<file path="src/rtl/printer_sink.sv">
// Centronics-style printer receiver: strobe/busy/ack handshake into a FWFT byte FIFO
// that the HPS side drains.
//
// state    | meaning
// IDLE     | waiting for a rising strobe
// PUSH     | byte latched, waiting for FIFO room
// ACK      | ack pulse running (ACK_CYCLES cycles)
// WAIT_LOW | waiting for the host to release the strobe
module printer_sink #(
  parameter int DEPTH      = 16,
  parameter int ACK_CYCLES = 8
) (
  input  logic                     clk_sys,
  input  logic                     reset,
  input  logic                     enable,
  input  logic [7:0]               printer_data,
  input  logic                     printer_strobe,
  output logic                     printer_busy,
  output logic                     printer_ack,
  input  logic                     host_rd,
  output logic [7:0]               host_dout,
  output logic                     host_valid,
  output logic [$clog2(DEPTH):0]   fifo_count,
  output logic                     proto_err,
  input  logic                     err_clr
);

  localparam int AW = $clog2(DEPTH);
  localparam int CW = AW + 1;
  localparam int KW = $clog2(ACK_CYCLES + 1);

  localparam logic [1:0] IDLE     = 2'd0;
  localparam logic [1:0] PUSH     = 2'd1;
  localparam logic [1:0] ACK      = 2'd2;
  localparam logic [1:0] WAIT_LOW = 2'd3;

  logic [1:0]    state_q, state_d;
  logic [KW-1:0] ack_cnt_q, ack_cnt_d;
  logic [7:0]    data_q, data_d;
  logic          strobe_q;
  logic          err_q, err_d;
  logic [AW-1:0] wr_ptr_q, rd_ptr_q;
  logic [CW-1:0] count_q, count_d;
  logic [7:0]    mem_q [DEPTH];

  logic strobe_edge, fifo_full, fifo_empty, push, pop;

  assign strobe_edge = printer_strobe & ~strobe_q;
  assign fifo_full   = (count_q == CW'(DEPTH));
  assign fifo_empty  = (count_q == '0);
  assign pop         = host_rd & ~fifo_empty;
  // When full, host_rd implies a pop, so the write slot frees up this same cycle.
  assign push        = enable & (state_q == PUSH) & (~fifo_full | host_rd);

  always_comb begin
    state_d   = state_q;
    ack_cnt_d = ack_cnt_q;
    data_d    = data_q;
    if (!enable) begin
      state_d   = IDLE;
      ack_cnt_d = '0;
    end else begin
      case (state_q)
        IDLE: if (strobe_edge) begin
          data_d  = printer_data;
          state_d = PUSH;
        end
        PUSH: if (push) begin
          state_d   = ACK;
          ack_cnt_d = KW'(ACK_CYCLES - 1);
        end
        ACK: begin
          if (ack_cnt_q == '0) state_d = WAIT_LOW;
          else                 ack_cnt_d = ack_cnt_q - 1'b1;
        end
        WAIT_LOW: if (!printer_strobe) state_d = IDLE;
        default: state_d = IDLE;
      endcase
    end
  end

  // A new error in the same cycle as err_clr keeps the flag set.
  assign err_d = (strobe_edge & enable & (state_q != IDLE)) | (err_q & ~err_clr);

  always_comb begin
    count_d = count_q;
    case ({push, pop})
      2'b10:   count_d = count_q + 1'b1;
      2'b01:   count_d = count_q - 1'b1;
      default: count_d = count_q;
    endcase
  end

  always_ff @(posedge clk_sys) begin
    if (reset) begin
      state_q  <= IDLE;
      ack_cnt_q <= '0;
      data_q   <= '0;
      strobe_q <= 1'b0;
      err_q    <= 1'b0;
      wr_ptr_q <= '0;
      rd_ptr_q <= '0;
      count_q  <= '0;
    end else begin
      state_q  <= state_d;
      ack_cnt_q <= ack_cnt_d;
      data_q   <= data_d;
      strobe_q <= printer_strobe;
      err_q    <= err_d;
      count_q  <= count_d;
      if (push) wr_ptr_q <= wr_ptr_q + 1'b1;
      if (pop)  rd_ptr_q <= rd_ptr_q + 1'b1;
    end
  end

  always_ff @(posedge clk_sys) begin
    if (push && !reset) mem_q[wr_ptr_q] <= data_q;
  end

  assign printer_busy = ~enable | (state_q != IDLE);
  assign printer_ack  = (state_q == ACK);
  assign host_valid   = ~fifo_empty;
  assign host_dout    = host_valid ? mem_q[rd_ptr_q] : 8'h00;
  assign fifo_count   = count_q;
  assign proto_err    = err_q;

endmodule
</file>
<file path="config.mk">
export PLATFORM = sky130hd
export DESIGN_NAME = printer_sink
export DESIGN_NICKNAME = d
export VERILOG_FILES = /design/src/rtl/printer_sink.sv
export SDC_FILE = /design/constraint.sdc
export NUM_CORES = 1
export LEC_CHECK = 0
export ABC_AREA = 1
export BUFFER_PORTS_ARGS = -buffer_cell sky130_fd_sc_hd__buf_2
export CAP_MARGIN = 20
export CORE_ASPECT_RATIO = 0.7
export CORE_MARGIN = 2
export CORE_UTILIZATION = 50
export DETAILED_ROUTE_END_ITERATION = 10
export PLACE_DENSITY = 0.65
export SKIP_CTS_REPAIR_TIMING = 1
export SKIP_LAST_GASP = 1
export SLEW_MARGIN = 10
export SYNTH_ARGS = -nofsm -noshare
export SYNTH_HDL_FRONTEND = slang
export SYNTH_SLANG_ARGS = --single-unit
</file>
<file path="constraint.sdc">
create_clock -name clk_sys -period 2.75 [get_ports clk_sys]
set_clock_uncertainty 0.15 [all_clocks]
set_input_delay 0.4125 -clock clk_sys [delete_from_list [all_inputs] [get_ports clk_sys]]
set_output_delay 0.4125 -clock clk_sys [all_outputs]
set_load 0.01 [all_outputs]
</file>
==> results.py, run 1 <==
metrics = {
    "synth": {
        "synth.top_cell.area_share_pct": 55.6,
        "ys_warn_count": 0,
        "synth-seq-cells": 161,
        "async_flop_share_pct": 0,
        "synth_common_cells": "nand2_1 (207), edfxtp_1 (128), nand3_1 (108), nor2_1 (42), inv_1 (38)",
        "yosysSeqAreaShare_pct": 65.2,
        "synth_area_per_cell_um2": 10.3,
        "synthCells": 670,
        "synth_area_leaders": "edfxtp_1 (56%), nand2_1 (11%), dfxtp_1 (9.6%), nand3_1 (7.8%), ha_1 (2.5%)",
        "synth_top_area_cell": "edfxtp_1",
        "synth_cell_types": 27,
        "synthFlopType": "edfxtp_1",
        "syn-num-nets": 698,
        "yosysMostFrequentCell": "nand2_1",
        "synth-edff-count": 128,
        "synth_area_um2": 6910,
    },
    "worst_setup_path": {
        "cp_max_fo": 44,
        "rr_startpoint": "state_q[1]",
        "crit_type": "reg2out",
        "critPathCaptureType": "output port",
        "worstRegToRegCells": 16,
        "rrSetupSlack_ns": 0.33,
        "worstPathArrival_ns": 2.06,
        "start_kind": "register",
        "endpoint": "host_dout[2]",
        "worstPathRequired_ns": 2.19,
        "timing.rr.end": "fifo_count[4]",
    },
    "grt": {
        "grt_overflow": 0,
        "grt_pass1_wl_mm": 24.4,
        "grt_max_degree": 45,
        "antenna_found_initial": 1,
        "grt_usage_pct": 22.2,
        "first_global_vias": 4601,
    },
    "clocking": {
        "cts_buffers": 17,
        "clock-sinks": 161,
        "clk_path_buf_depth": 2,
        "clk_pin_slew_ns": 0.06,
        "clk_latency_ns": 0.42,
        "h-tree-depth": 4,
        "cts_tree": "done",
        "cts_root_buf": "clkbuf_16",
    },
    "power_and_ir_drop": {
        "vdd_drop_max_uv": 464,
        "power_density_nw_per_um2": 928,
        "p_leak_nw": 3.16,
    },
    "die": {
        "fp-row-count": 35,
        "core-area_um2": 13300,
        "initial_utilization_pct": 51.9,
        "die_w_um": 145,
        "die_y_um": 102,
        "dieArea_um2": 14800,
        "io-pin-count": 31,
    },
    "sta": {
        "min_period_ns": 2.62,
        "finalMaxSlewViolations": 0,
        "max_freq_ghz": 0.382,
        "rsz0062_at_grt": "no",
        "finalSetupViolCount": 0,
        "worst_pin_slew_ns": 0.841,
        "max_slew_margin_pct": 43.9,
        "hold_viol": 0,
        "finalCritPeriodShare_pct": 95.2,
    },
    "layout": {
        "multiInputGateArea_um2": 2080,
        "post-route-util_pct": 59.6,
        "fin_nets": 741,
        "antennaDiodeCount": 0,
        "fin_cells": 911,
        "seq_area_um2": 4510,
        "nFillCells": 1109,
        "drive_gt1_share_pct": 13.6,
        "areaGrowthSynthToFinish_pct": 14.8,
    },
    "placed_design": {
        "io_buffers": 30,
        "place_inst": 878,
        "hpwl_mm": 9.62,
        "routabilityCongestion": 0.835,
    },
    "detailed_routing": {
        "viasPerCell": 5.32,
        "wl_per_cell_um": 16.7,
        "num_vias": 4851,
        "antenna_left": 0,
        "first_pass_iters": 7,
        "route.detailed.drc": 0,
        "drtIter0Drc": 512,
        "wl_mm": 15.2,
    },
    "job": {
        "drv_cap": 0,
    },
    "outcome": {
        "outcome": "complete, no violations",
    },
    "hold_path": {
        "hp-class": "in2reg",
    },
}
==> state kept, by name, indices dropped and copies added, names as in the netlist, 2 cells and up, named ones only <==
register and cells:
mem_q 128, data_q 8, fifo_count 5, ack_cnt_q 4
rd_ptr_q 4, wr_ptr_q 4, state_q 2
==> worst min path at each step <==
stage	slack [ns]	from	endpoint	cells past startpoint
after floorplan	0.25	ack_cnt_q[0]	ack_cnt_q[0]	1
after global placement	0.26	ack_cnt_q[0]	ack_cnt_q[0]	1
after detailed placement	0.27	ack_cnt_q[0]	ack_cnt_q[0]	1
after CTS	0.05	printer_data[3]	data_q[3]	3
after global routing	0.07	printer_data[4]	data_q[4]	3
final	0.07	printer_data[3]	data_q[3]	3
==> area by class of cell <==
class | count | area share, %
Clock inverter | 15 | 2.60
Multi-Input combinational cell | 441 | 26.2
Clock buffer | 17 | 5.36
Sequential cell | 161 | 56.8
Timing Repair Buffer | 50 | 4.09
Inverter | 42 | 2.02
Tap cell | 185 | 2.92
==> through the flow <==
step | hold WS, ns | total power (W) | setup WS, ns | cell area, µm² | TNS, ns
after floorplan | 0.253 | 0.00432 | 0.538 | 6910 | 0
after global placement | 0.261 | 0.00482 | 0.392 | 7280 | 0
after detailed placement | 0.266 | 0.00484 | 0.339 | 7280 | 0
after CTS | 0.0526 | 0.00735 | -0.118 | 7910 | -0.733
after global routing | 0.0729 | 0.00775 | 0.00266 | 7930 | 0
final | 0.0664 | 0.00736 | 0.132 | 7930 | 0
==> cells in the final DEF (no fill, tap or decap), drive strengths merged <==
cell type and count:
nand3 111, clkbuf 17, nor3 10, a21oi 22, xor2 3, inv 45, dfxtp 33, clkinvlp 4
a31oi 1, o21bai 2, a21boi 2, clkinv 4, buf 50, nand2 210, edfxtp 128, o21ai 15
nand4 3, bufinv 4, nor2 47, ha 14, nor3b 1
==> metal layers <==
metal	wire (µm)	global-route usage [%]	vias to the layer above
met5	0	0	-
met4	173	6.42	0
met3	1100	5.06	17
met2	6810	34.2	163
met1	7120	32.1	2313
li1	-	-	2358
==> where the power goes <==
| part | internal (W) | switching, W |
|---|---|---|
| Combinational | 0.000661 | 0.00134 |
| Sequential | 0.00272 | 0.000134 |
| Clock | 0.00153 | 0.000981 |
| Total | 0.00491 | 0.00245 |
==> logic make-up (layout without fill, tap and decap cells) <==
| group | Yosys count | in the layout | share of synthesized area (%) |
|---|---|---|---|
| AOI/OAI and AO/OA | 42 | 42 | 3.35 |
| and+or+nand+nor | 382 | 382 | 23.8 |
| DFF | 161 | 161 | 65.2 |
| adders and majority gates | 14 | 14 | 2.53 |
| buffers and inverters | 68 | 124 | 4.76 |
| xor gates and xnor gates | 3 | 3 | 0.380 |
==> worst max-delay path: stages (launching register included) <==
cell	delay (ns)
dfxtp_2	0.35
inv_4	0.21
buf_12	0.26
nand2_1	0.10
nand3_1	0.10
nand3_1	0.08
nand2_1	0.11
nand2_1	0.06
a21oi_1	0.19
buf_2	0.16
Power figures use the tool's default switching activity.
==> run 2, diff against run 1 <==
Settings changed: RECOVER_POWER from default to 50.
==> run 2 against run 1 <==
Sequential share of layout area grew 0.22 points. Fmax increased by 0.50%. Total power is 0.23% lower. Non-clock buffer count did not move. Wire length is 0.11% higher. Register-to-register slack hardly changed.
==> results.py, run 2 (same netlist as run 1, synthesis figures left out) <==
metrics = {
    "worst_setup_path": {
        "crit_path_top_delay_cell": "inv_1",
        "timing.rr.end": "fifo_count[4]",
        "critPathCaptureType": "output port",
        "cp_slowest_stage_delay_ns": 0.45,
        "worstPathArrival_ns": 2.04,
        "rr_startpoint": "fifo_count[0]",
        "worstRegToRegCells": 15,
        "crit_type": "reg2out",
        "crit_chain": "inv_1 > buf_8 > nand3_1 > nand3_1 > nand2_1 > nand2_1 > a21oi_1 > buf_2",
        "start_kind": "register",
        "rrSetupSlack_ns": 0.34,
        "cp_max_fo": 17,
        "worstPathRequired_ns": 2.19,
    },
    "clocking": {
        "cts_tree": "done",
        "clock-sinks": 161,
        "cts_root_buf": "clkbuf_16",
        "clk_latency_ns": 0.42,
        "clk_path_buf_depth": 2,
        "clk_pin_slew_ns": 0.06,
        "cts_buffers": 17,
        "h-tree-depth": 4,
    },
    "placed_design": {
        "placedInstanceArea_um2": 7280,
        "hpwl_mm": 9.62,
        "io_buffers": 30,
        "routabilityCongestion": 0.835,
        "place_inst": 878,
    },
    "die": {
        "die_y_um": 102,
        "die_w_um": 145,
        "io-pin-count": 31,
        "fp-row-count": 35,
        "core-area_um2": 13300,
        "dieArea_um2": 14800,
        "initial_utilization_pct": 51.9,
    },
    "layout": {
        "final_common_cell": "nand2_1",
        "drive_gt1_share_pct": 12.0,
        "largest_reg_flops": 128,
        "final_cell_mix": "nand2_1 (208), edfxtp_1 (128), nand3_1 (109)",
        "final_area_um2": 7900,
        "fin_cells": 911,
        "nFillCells": 1121,
        "areaGrowthSynthToFinish_pct": 14.3,
        "top_register": "mem_q",
        "fin_nets": 741,
        "antennaDiodeCount": 0,
    },
    "sta": {
        "max_freq_ghz": 0.384,
        "rsz0062_at_grt": "no",
        "finalSetupViolCount": 0,
        "finalCritPeriodShare_pct": 94.7,
        "min_period_ns": 2.60,
        "hold_viol": 0,
        "worst_pin_slew_ns": 0.847,
        "finalMaxSlewViolations": 0,
        "max_slew_margin_pct": 43.5,
    },
    "outcome": {
        "outcome": "complete, no violations",
    },
    "hold_path": {
        "hold_end": "data_q[3]",
        "hold_depth": 3,
        "hp-class": "in2reg",
        "holdCritStartpoint": "printer_data[3]",
    },
    "detailed_routing": {
        "wl_per_cell_um": 16.7,
        "viasPerCell": 5.33,
        "drtIter0Drc": 515,
        "route.detailed.drc": 0,
        "first_pass_iters": 5,
        "antenna_left": 0,
        "wl_mm": 15.2,
        "num_vias": 4857,
    },
    "grt": {
        "grt_usage_pct": 22.2,
        "grt_pass1_wl_mm": 24.4,
        "first_global_vias": 4601,
        "antenna_found_initial": 1,
        "grt_max_degree": 45,
        "grt_overflow": 0,
    },
    "power_and_ir_drop": {
        "power_density_nw_per_um2": 929,
        "p_leak_nw": 3.13,
        "vdd_drop_max_uv": 462,
    },
    "job": {
        "drv_cap": 0,
    },
}
[run 2: routing by layer]
| metal | part of all wire [%] | track usage (%) | vias up |
|---|---|---|---|
| li1 | - | - | 2359 |
| met5 | 0 | 0 | - |
| met2 | 45 | 34.2 | 163 |
| met4 | 1.1 | 6.42 | 0 |
| met1 | 47 | 32.1 | 2320 |
| met3 | 7.0 | 5.06 | 15 |
[run 2: per-stage QoR]
step / hold slack (ns) / TNS, ns / worst slack [ns] / power [W] / utilization (%)
after floorplan: 0.253 / 0 / 0.538 / 0.00432 / -
after global placement: 0.261 / 0 / 0.392 / 0.00482 / 54.7
after detailed placement: 0.266 / 0 / 0.339 / 0.00484 / 54.7
after CTS: 0.0526 / -0.733 / -0.118 / 0.00735 / 59.4
after global routing: 0.0729 / 0 / 0.00265 / 0.00773 / 59.4
final: 0.0675 / 0 / 0.145 / 0.00734 / 59.4
[run 2: area by class of cell]
type	count	area [µm²]	area share, %
Sequential cell	161	4510	57.0
Multi-Input combinational cell	441	2060	26.0
Clock buffer	17	425	5.38
Timing Repair Buffer	50	315	3.99
Tap cell	185	231	2.93
Clock inverter	15	206	2.61
Inverter	42	160	2.03
[run 2: how the worst max path moves through the flow]
stage | start | to | slack (ns) | cells after the start
final | register | host_dout[1] | 0.15 | 8
after global routing | register | host_dout[6] | 0.003 | 8
after CTS | register | host_dout[5] | -0.12 | 7
after detailed placement | state_q[1] | fifo_count[4] | 0.34 | 16
after global placement | register | host_dout[6] | 0.39 | 7
after floorplan | state_q[1] | mem_q[13][0] | 0.54 | 8
[run 2: power by group]
| part | leakage [nW] | switching, W | internal, W |
|---|---|---|---|
| Clock | 0.296 | 0.000983 | 0.00153 |
| Sequential | 1.44 | 0.000133 | 0.00272 |
| Combinational | 1.39 | 0.00133 | 0.000649 |
[run 2: worst max-delay path, delay by kind of cell (launching register included)]
kind,cells,cell delay (ns)
AO/OA/AOI/OAI,1,0.07
buffers and inverters,3,0.85
flip-flops,1,0.31
AND/OR/NAND/NOR,4,0.39
